### config.mk
export PLATFORM = sky130hd
export DESIGN_NAME = branch_resolve_unit
export DESIGN_NICKNAME = d
export VERILOG_FILES = /design/src/rtl/bru_pkg.sv /design/src/rtl/bru_cond.sv /design/src/rtl/branch_resolve_unit.sv
export SDC_FILE = /design/constraint.sdc
export NUM_CORES = 1
export LEC_CHECK = 0
export ABC_CLOCK_PERIOD_IN_PS = 2800
export CAP_MARGIN = 15
export CELL_PAD_IN_SITES_DETAIL_PLACEMENT = 1
export CELL_PAD_IN_SITES_GLOBAL_PLACEMENT = 2
export CORE_ASPECT_RATIO = 1.2
export CORE_MARGIN = 3
export CORE_UTILIZATION = 28
export DETAILED_ROUTE_END_ITERATION = 12
export PLACE_DENSITY_LB_ADDON = 0.2
export SKIP_CTS_REPAIR_TIMING = 1
export SLEW_MARGIN = 30
export SYNTH_ARGS = -nofsm -noshare
export SYNTH_HDL_FRONTEND = slang
export SYNTH_SLANG_ARGS = --single-unit
### constraint.sdc
create_clock -name clk -period 2.8 [get_ports clk]
set_input_delay 0.84 -clock clk [delete_from_list [all_inputs] [get_ports clk]]
set_output_delay 0.84 -clock clk [all_outputs]
set_load 0.02 [all_outputs]
### src/rtl/bru_pkg.sv
// Shared opcode constants, branch condition encodings and the resolved-result
// record used by the branch resolve unit and its condition evaluator.
package bru_pkg;

  localparam int BRU_XLEN = 32;

  localparam logic [6:0] OP_BRANCH = 7'b1100011;
  localparam logic [6:0] OP_JAL    = 7'b1101111;
  localparam logic [6:0] OP_JALR   = 7'b1100111;

  typedef enum logic [2:0] {
    F3_BEQ  = 3'b000,
    F3_BNE  = 3'b001,
    F3_BLT  = 3'b100,
    F3_BGE  = 3'b101,
    F3_BLTU = 3'b110,
    F3_BGEU = 3'b111
  } funct3_e;

  typedef struct packed {
    logic                ctrl;
    logic                taken;
    logic                illegal;
    logic [BRU_XLEN-1:0] target;
    logic [BRU_XLEN-1:0] link;
  } bru_result_t;

endpackage

### src/rtl/bru_cond.sv
// Combinational branch condition evaluator: decides taken for the six
// conditional branches and flags the two reserved funct3 encodings.
module bru_cond
  import bru_pkg::*;
#(
  parameter int XLEN = BRU_XLEN
) (
  input  logic [XLEN-1:0] rs1,
  input  logic [XLEN-1:0] rs2,
  input  logic [2:0]      funct3,
  output logic            taken,
  output logic            illegal
);

  logic eq_s;
  logic lt_s;
  logic ltu_s;

  assign eq_s  = (rs1 == rs2);
  assign lt_s  = ($signed(rs1) < $signed(rs2));
  assign ltu_s = (rs1 < rs2);

  // Select the comparison named by funct3; reserved encodings never take.
  always_comb begin
    taken   = 1'b0;
    illegal = 1'b0;
    case (funct3_e'(funct3))
      F3_BEQ:  taken = eq_s;
      F3_BNE:  taken = !eq_s;
      F3_BLT:  taken = lt_s;
      F3_BGE:  taken = !lt_s;
      F3_BLTU: taken = ltu_s;
      F3_BGEU: taken = !ltu_s;
      default: illegal = 1'b1;
    endcase
  end

endmodule

### src/rtl/branch_resolve_unit.sv
// Pipelined resolution of BRANCH/JAL/JALR with mispredict detection behind a
// valid/ready handshake. Optional target alignment check: BRU_MISALIGN_EN.
module branch_resolve_unit
  import bru_pkg::*;
#(
  parameter int XLEN       = BRU_XLEN,
  parameter int PIPE_DEPTH = 1,
  parameter int IALIGN     = 32
) (
  input  logic            clk,
  input  logic            rst_n,
  input  logic            flush,
  input  logic            in_valid,
  output logic            in_ready,
  input  logic [6:0]      opcode,
  input  logic [2:0]      funct3,
  input  logic [XLEN-1:0] pc,
  input  logic [XLEN-1:0] rs1,
  input  logic [XLEN-1:0] rs2,
  input  logic [XLEN-1:0] imm,
  input  logic            pred_taken,
  input  logic [XLEN-1:0] pred_target,
  output logic            out_valid,
  input  logic            out_ready,
  output logic            out_ctrl,
  output logic            out_taken,
  output logic [XLEN-1:0] out_target,
  output logic [XLEN-1:0] out_link,
  output logic            out_mispredict,
  output logic [XLEN-1:0] out_redirect_pc,
`ifdef BRU_MISALIGN_EN
  output logic            out_misaligned,
`endif
  output logic            out_illegal
);

  if (!((PIPE_DEPTH == 1) || (PIPE_DEPTH == 2)) || !((IALIGN == 16) || (IALIGN == 32))) begin : g_bad_cfg
    $error("branch_resolve_unit: PIPE_DEPTH must be 1 or 2 and IALIGN 16 or 32");
  end

  logic            cond_taken_s;
  logic            cond_illegal_s;
  logic [XLEN-1:0] jalr_sum_s;
  bru_result_t     res_s;

  bru_cond #(.XLEN(XLEN)) u_cond (
    .rs1     (rs1),
    .rs2     (rs2),
    .funct3  (funct3),
    .taken   (cond_taken_s),
    .illegal (cond_illegal_s)
  );

  assign jalr_sum_s = rs1 + imm;

  // Decode and resolve the incoming op into a result record.
  always_comb begin
    res_s.ctrl    = 1'b0;
    res_s.taken   = 1'b0;
    res_s.illegal = 1'b0;
    res_s.target  = pc + imm;
    res_s.link    = pc + XLEN'(3'd4);
    case (opcode)
      OP_BRANCH: begin
        res_s.ctrl    = 1'b1;
        res_s.taken   = cond_taken_s;
        res_s.illegal = cond_illegal_s;
      end
      OP_JAL: begin
        res_s.ctrl  = 1'b1;
        res_s.taken = 1'b1;
      end
      OP_JALR: begin
        res_s.ctrl   = 1'b1;
        res_s.taken  = 1'b1;
        res_s.target = jalr_sum_s & ~{{(XLEN-1){1'b0}}, 1'b1};
      end
      default: begin
        res_s.ctrl = 1'b0;
      end
    endcase
  end

  // Signals feeding the output register, sourced from either the inputs
  // (depth 1) or the stage-1 register (depth 2).
  logic            out_stage_ready_s;
  logic            late_valid_s;
  bru_result_t     late_res_s;
  logic            late_pt_s;
  logic [XLEN-1:0] late_ptgt_s;

  assign out_stage_ready_s = !out_valid || out_ready;

  if (PIPE_DEPTH == 2) begin : g_two
    logic            s1_valid_r;
    bru_result_t     s1_res_r;
    logic            s1_pt_r;
    logic [XLEN-1:0] s1_ptgt_r;

    assign in_ready = !s1_valid_r || out_stage_ready_s;

    // Stage 1 captures the resolved op together with the prediction it is checked against.
    always_ff @(posedge clk or negedge rst_n) begin
      if (!rst_n) begin
        s1_valid_r <= 1'b0;
        s1_res_r   <= '{ctrl: 1'b0, taken: 1'b0, illegal: 1'b0,
                        target: {BRU_XLEN{1'b0}}, link: {BRU_XLEN{1'b0}}};
        s1_pt_r    <= 1'b0;
        s1_ptgt_r  <= {XLEN{1'b0}};
      end else if (flush) begin
        s1_valid_r <= 1'b0;
      end else if (in_ready) begin
        s1_valid_r <= in_valid;
        if (in_valid) begin
          s1_res_r  <= res_s;
          s1_pt_r   <= pred_taken;
          s1_ptgt_r <= pred_target;
        end
      end
    end

    assign late_valid_s = s1_valid_r;
    assign late_res_s   = s1_res_r;
    assign late_pt_s    = s1_pt_r;
    assign late_ptgt_s  = s1_ptgt_r;
  end else begin : g_one
    assign in_ready     = out_stage_ready_s;
    assign late_valid_s = in_valid;
    assign late_res_s   = res_s;
    assign late_pt_s    = pred_taken;
    assign late_ptgt_s  = pred_target;
  end

  logic            late_misp_s;
  logic [XLEN-1:0] late_redirect_s;

`ifdef BRU_MISALIGN_EN
  function automatic logic target_misaligned(input logic [XLEN-1:0] t);
    if (IALIGN == 16) begin
      return t[0];
    end else begin
      return |t[1:0];
    end
  endfunction

  logic late_misal_s;
`endif

  // Compare the resolution against the prediction and pick the correct next PC.
  always_comb begin
    late_redirect_s = late_res_s.taken ? late_res_s.target : late_res_s.link;
`ifdef BRU_MISALIGN_EN
    late_misal_s = late_res_s.ctrl && late_res_s.taken && target_misaligned(late_res_s.target);
    // A misaligned target traps; the trap path owns the redirect.
    late_misp_s  = late_res_s.ctrl && !late_misal_s &&
                   ((late_res_s.taken != late_pt_s) ||
                    (late_res_s.taken && (late_res_s.target != late_ptgt_s)));
`else
    late_misp_s  = late_res_s.ctrl &&
                   ((late_res_s.taken != late_pt_s) ||
                    (late_res_s.taken && (late_res_s.target != late_ptgt_s)));
`endif
  end

  // Output stage holds the result until the consumer accepts it.
  always_ff @(posedge clk or negedge rst_n) begin
    if (!rst_n) begin
      out_valid       <= 1'b0;
      out_ctrl        <= 1'b0;
      out_taken       <= 1'b0;
      out_target      <= {XLEN{1'b0}};
      out_link        <= {XLEN{1'b0}};
      out_mispredict  <= 1'b0;
      out_redirect_pc <= {XLEN{1'b0}};
      out_illegal     <= 1'b0;
`ifdef BRU_MISALIGN_EN
      out_misaligned  <= 1'b0;
`endif
    end else if (flush) begin
      out_valid <= 1'b0;
    end else if (out_stage_ready_s) begin
      out_valid <= late_valid_s;
      if (late_valid_s) begin
        out_ctrl        <= late_res_s.ctrl;
        out_taken       <= late_res_s.taken;
        out_target      <= late_res_s.target;
        out_link        <= late_res_s.link;
        out_mispredict  <= late_misp_s;
        out_redirect_pc <= late_redirect_s;
        out_illegal     <= late_res_s.illegal;
`ifdef BRU_MISALIGN_EN
        out_misaligned  <= late_misal_s;
`endif
      end
    end
  end

endmodule

==> results of run 1 <==
## layout make-up
type / count / area [µm²] / area share [%]
Timing Repair Buffer: 691 / 6280 / 33.3
Inverter: 47 / 189 / 1.00
Sequential cell: 101 / 2530 / 13.4
Multi-Input combinational cell: 1018 / 8950 / 47.5
Clock buffer: 10 / 239 / 1.27
Clock inverter: 6 / 86.3 / 0.458
Tap cell: 450 / 563 / 2.99
Antenna cell: 4 / 10.0 / 0.0531
## stage by stage
stage | cells | hold WS, ps | setup TNS [ps] | setup WS (ps)
6_report | 2327 | 315 | -26050 | -809
5_1_grt | 2326 | 318 | -32120 | -1010
4_1_cts | 2277 | 308 | -68130 | -1510
3_5_place_dp | 2261 | 466 | -101640 | -1890
3_3_place_gp | 2261 | 462 | -97120 | -1870
2_1_floorplan | 1208 | 544 | -14660 | -729
## flip-flops by register name, summed over array words and instances, names as in the netlist
register         cells
out_target          32
out_taken            1
out_ctrl             1
out_link            32
out_valid            1
out_illegal          1
out_mispredict       1
out_redirect_pc     32
## cells by family after synthesis
| family | Yosys count | synth area share (%) |
|---|---|---|
| compound gates | 352 | 23.1 |
| xor+xnor | 113 | 10.4 |
| fa+ha+maj | 96 | 12.6 |
| buf+inv | 89 | 3.58 |
| flops | 101 | 26.1 |
| mux | 36 | 4.01 |
| simple gates | 421 | 20.3 |
## routing by layer
layer  global-route usage, %  share of wire, %  vias up
met5                       0                 0        -
met4                    5.76               1.8        0
li1                        -                 -     5666
met3                    2.08               3.2       37
met2                    40.4                52      210
met1                    30.3                43     5697
## path summary, 6_finish.rpt
path / from / slack [ps] / endpoint
setup / recovery: imm[10] / -810 / out_mispredict
hold / removal: rst_n / 320 / out_redirect_pc[9]
setup reg to reg: out_valid / 270 / out_mispredict
hold reg to reg: out_target[3] / 480 / out_target[3]
max in group asynchronous: rst_n / 1920 / out_link[1]
min in group clk: out_target[3] / 480 / out_target[3]
## where the power goes
group	leakage, nW	switching [mW]	internal [mW]
logic	7.40	2.14	2.22
clock network	0.158	0.578	0.806
registers	1.26	0.153	1.71
total	8.82	2.87	4.73
## cell usage in the layout (no fill, tap or decap), types with 30 or more instances in the layout
cell	instances
buf_6	48
xnor2_1	49
o21ai_2	39
a21oi_1	52
xor2_1	42
dlymetal6s2s_1	67
nor2_1	47
ha_4	64
buf_4	367
nand2_1	199
nand3_1	30
o21ai_0	65
dfrtp_1	101
o21ai_1	31
clkdlybuf4s50_1	166
==> results.cfg, run 1 <==
[clocking]
path_clk_slew_ps = 70
cts.path.max_buffers = 2
cts_tree = built
clk_latency_ps = 360
clock-sinks = 101
numCtsBuffers = 9
htree_levels = 3
clock-root-buffer = clkbuf_16

[yosys]
synthCells = 1208
synth-main-ff-cell = dfrtp_1
synth_top_area_share_pct = 26.1
yosysTopAreaCell = dfrtp_1
yosysSeqAreaShare_pct = 26.1
synth-async-reset-ratio_pct = 100
ys_types = 82
netlist_area_mm2 = 0.00967
synthTopCellsByArea = dfrtp_1, ha_1, nand2_1, o21ai_0, xnor2_1
avgSynthCellArea_um2 = 8.01
yosys-top-cells-count = nand2_1, o21ai_0, dfrtp_1, ha_1, a21oi_1
syn_nets = 1480
ys_warn_count = 0
synth_edf_count = 0
ys_seq_elements = 101
synth.most_common_cell = nand2_1

[sta]
final.setup.worst_slack_ps = -809
period_needed_ps = 3610
max_freq_ghz = 0.277
finalHoldViolations = 0
slew_headroom_pct = 47.6
finalSetupViolCount = 51
slew_violations = 0
clock_skew_ps = 7.41
worst_pin_slew_ps = 786
min_period_over_period_pct = 129
rsz0062_at_grt = true

[setup_path]
critPathArrivalTime_ps = 3890
path_delay_family = compound AO/OA/AOI/OAI gates
reg2reg_depth = 12
crit_top_cell = buf_6
slowest_delay_ps = 500
crit_path_end_kind = register
worst-path-buf-inv = 4
critPathMaxFanout = 4
worstPathRequired_ps = 3080
cp-start-kind = input port
crit_cells = 16
cp_cell_sequence = buf_4 -> ha_4 -> buf_6 -> a211o_1 -> o2bb2ai_4 -> or4b_4 -> a21oi_4 -> o2111ai_4 -> buf_6 -> a21o_4 -> buf_6 -> xnor2_4 -> nor2_2 -> a211oi_1 -> nor4_1 -> a31oi_1
worst-setup-path-type = in2reg
critPathSlowestCell = or4b_4

[min_path]
hold_path_class = in2async

[die]
initial_utilization_pct = 28.8
coreArea_mm2 = 0.0336
die_h_um = 210
dieArea_mm2 = 0.0368
rows = 73
fp.dieW_um = 176
pin_count = 278

[global_routing]
grt_max_degree = 118
overflow = 0
grtUsageTotal_pct = 23.0
grt_pass1_vias = 12000
antenna_found_initial = 4
grt_pass1_wl_mm = 66.5

[cells_and_area]
drive_gt1_share_pct = 43.2
layout.nets = 2140
areaGrowthSynthToFinish_pct = 94.9
final_util_pct = 56.1
fin_area_mm2 = 0.0188
nFillCells = 3860

[pwr]
power.total_mw = 7.60
ir_drop_mv = 0.270
power_density_mw_per_mm2 = 403
leakage_nw = 8.82

[drt]
via_per_inst = 4.99
ant_nets = 0
vias = 11600
drt-total-wl_mm = 46.7
dr.pass1.iters = 4
drc = 0
drt_iter0_markers = 523
routedWlPerCell_um = 20.1

[flow_run]
cap_violations = 0

[place]
place_area_mm2 = 0.0161
dp_hpwl_mm = 37.5
port_buffers = 277
place_congestion = 0.869

[status]
status = finished, violations left
violations = setup timing
Power figures use the tool's default switching activity.
==> inputs of run 2 (changes only) <==
--- a/config.mk
+++ b/config.mk
@@ -20,2 +20,3 @@
 export SYNTH_HDL_FRONTEND = slang
+export SYNTH_HIERARCHICAL = 1
 export SYNTH_SLANG_ARGS = --single-unit
--- a/constraint.sdc
+++ b/constraint.sdc
@@ -3,2 +3,2 @@
 set_output_delay 0.84 -clock clk [all_outputs]
-set_load 0.02 [all_outputs]
+set_load 0.01 [all_outputs]
==> results.cfg, run 2 <==
[status]
status = finished, violations left
violations = setup timing

[flow_run]
cap_violations = 0

[setup_path]
reg2reg_to = out_mispredict
cp-start-kind = input port
r2r-start = out_valid
crit_path_end_kind = register
crit_start = rs2[2]
r2r_slack_ps = 350
critPathArrivalTime_ps = 4190
worst-setup-path-type = in2reg
slowest_delay_ps = 480
reg2reg_depth = 11
critPathMaxFanout = 2
worstPathRequired_ps = 3020
cp_cell_sequence = clkdlybuf4s50_1 -> inv_1 -> ha_1 -> o211ai_1 -> buf_4 -> a21boi_4 -> o31ai_4 -> a21o_1 -> a31o_4 -> nor2b_1 -> o211ai_1 -> nor4_1 -> and4_1 -> nand4_1 -> nor4_2 -> nand4_1 -> nor4_1 -> a31oi_1
critPathSlowestCell = clkdlybuf4s50_1

[cells_and_area]
layout.nets = 2319
areaGrowthSynthToFinish_pct = 94.9
layout_commonest_cell = buf_4
nFillCells = 4163
fin_area_mm2 = 0.0203
largestRegisters = out_link: 32 flops, out_redirect_pc: 32 flops, out_target: 32 flops
final_cell_mix = buf_4, nand2_1, clkdlybuf4s50_1, dfrtp_1, buf_6
regArea_mm2 = 0.00253
final_util_pct = 56.0
multiInputGateArea_mm2 = 0.00971
drive_gt1_share_pct = 44.3

[yosys]
synth_edf_count = 0
synth-async-reset-ratio_pct = 100
synth.most_common_cell = nand2_1
ys_seq_elements = 101
ys_warn_count = 6
netlist_area_mm2 = 0.0104
yosysTopAreaCell = dfrtp_1
synth-main-ff-cell = dfrtp_1
ys_types = 94
yosysSeqAreaShare_pct = 24.2
synthCells = 1322
synth_top_area_share_pct = 24.2
synthTopCellsByArea = dfrtp_1, ha_1, nand2_1, o21ai_0, xnor2_1
syn_nets = 1594
avgSynthCellArea_um2 = 7.89
yosys-top-cells-count = nand2_1, o21ai_0, dfrtp_1, ha_1, a21oi_1

[sta]
fin_tns_setup_ps = -33270
max_freq_ghz = 0.252
period_needed_ps = 3970
finalSetupViolCount = 51
holdWs_ps = 415
clock_skew_ps = 4.56
rsz0062_at_grt = true
slew_violations = 0
finalHoldViolations = 0
final.setup.worst_slack_ps = -1170
worst_pin_slew_ps = 768
slew_headroom_pct = 48.8
min_period_over_period_pct = 142

[die]
dieArea_mm2 = 0.0396
pin_count = 278
coreArea_mm2 = 0.0363
die_h_um = 217
fp.dieW_um = 182
initial_utilization_pct = 28.7
rows = 76

[clocking]
cts_tree = built
clk_latency_ps = 350
numCtsBuffers = 9
clock-root-buffer = clkbuf_16
path_clk_slew_ps = 70
cts.path.max_buffers = 2
clock-sinks = 101
htree_levels = 3

[pwr]
power_density_mw_per_mm2 = 390
ir_drop_mv = 0.248
leakage_nw = 9.43

[place]
port_buffers = 277
pre_cts_slack_ps = -2040
place_congestion = 0.873
place_area_mm2 = 0.0172
dp_hpwl_mm = 41.1

[global_routing]
grtUsageTotal_pct = 23.0
overflow = 0
grt_max_degree = 106
grt_pass1_vias = 13200
antenna_found_initial = 6
grt_pass1_wl_mm = 71.9

[drt]
maxUsedRoutingLayer = met5
drc = 0
via_per_inst = 5.08
drt-met1-wl_mm = 22.2
drt_iter0_markers = 472
dr.pass1.iters = 4
drt-total-wl_mm = 52.1
ant_nets = 0
wl_met2_mm = 26.8
routedWlPerCell_um = 20.6
vias = 12800
route.met3.wl_mm = 1.55

[min_path]
hold_path_class = in2async
==> run 2: cell types whose count changed after synthesis, sizes merged, moves of 7 or more <==
cell / delta
nand2: +20
nor3: +13
nor2b: +10
a21oi: +9
clkbuf: +9
nor2: +9
buf: +8
inv: +7
mux2: -7
o21ai: -7
xnor2: +7
==> run 2: logic make-up after synthesis <==
kind of cell | after synthesis | synth area share [%]
mux | 35 | 3.69
buf+inv | 113 | 4.44
fa+ha+maj | 96 | 11.7
simple gates | 495 | 22.9
flops | 101 | 24.2
compound gates | 364 | 22.7
xor+xnor | 118 | 10.3
==> run 2: through the flow <==
stage | total power [mW] | instances
finish | 7.92 | 2524
global route | 8.39 | 2524
CTS | 7.22 | 2456
detailed placement | 5.84 | 2440
global placement | 5.74 | 2440
floorplan | 3.54 | 1322
==> run 2: layout make-up <==
type	instances	area share, %
Clock buffer	12	1.26
Clock inverter	4	0.345
Inverter	54	1.03
Timing Repair Buffer	773	34.2
Tap cell	468	2.88
Antenna cell	4	0.0492
Multi-Input combinational cell	1108	47.8
Sequential cell	101	12.4
==> run 2: worst max path at each step <==
stage                           endpoint  slack, ps  depth (start not counted)
after floorplan           out_mispredict       -890                         16
after global placement    out_mispredict      -2010                         19
after detailed placement  out_mispredict      -2040                         19
after CTS                 out_mispredict      -1700                         19
after global routing      out_mispredict      -1330                         18
final                     out_mispredict      -1170                         18
==> run 2: routing by layer <==
| metal | vias up | GRT usage (%) |
|---|---|---|
| li1 | 6211 | - |
| met1 | 6264 | 29.6 |
| met2 | 261 | 41.2 |
| met3 | 72 | 1.72 |
| met4 | 2 | 6.93 |
| met5 | - | 0 |
==> run 2: power by group <==
part / total [mW] / switching (mW) / internal (mW)
registers: 1.86 / 0.151 / 1.71
logic: 4.69 / 2.21 / 2.48
clock network: 1.37 / 0.537 / 0.829
total: 7.92 / 2.90 / 5.02
==> run 2: critical path: cells and delay by family <==
kind | cells | cell delay [ps]
AO/OA/AOI/OAI | 7 | 1110
adder cells (fa/ha/maj) | 1 | 300
buffers and inverters | 3 | 710
AND/OR/NAND/NOR | 7 | 1220
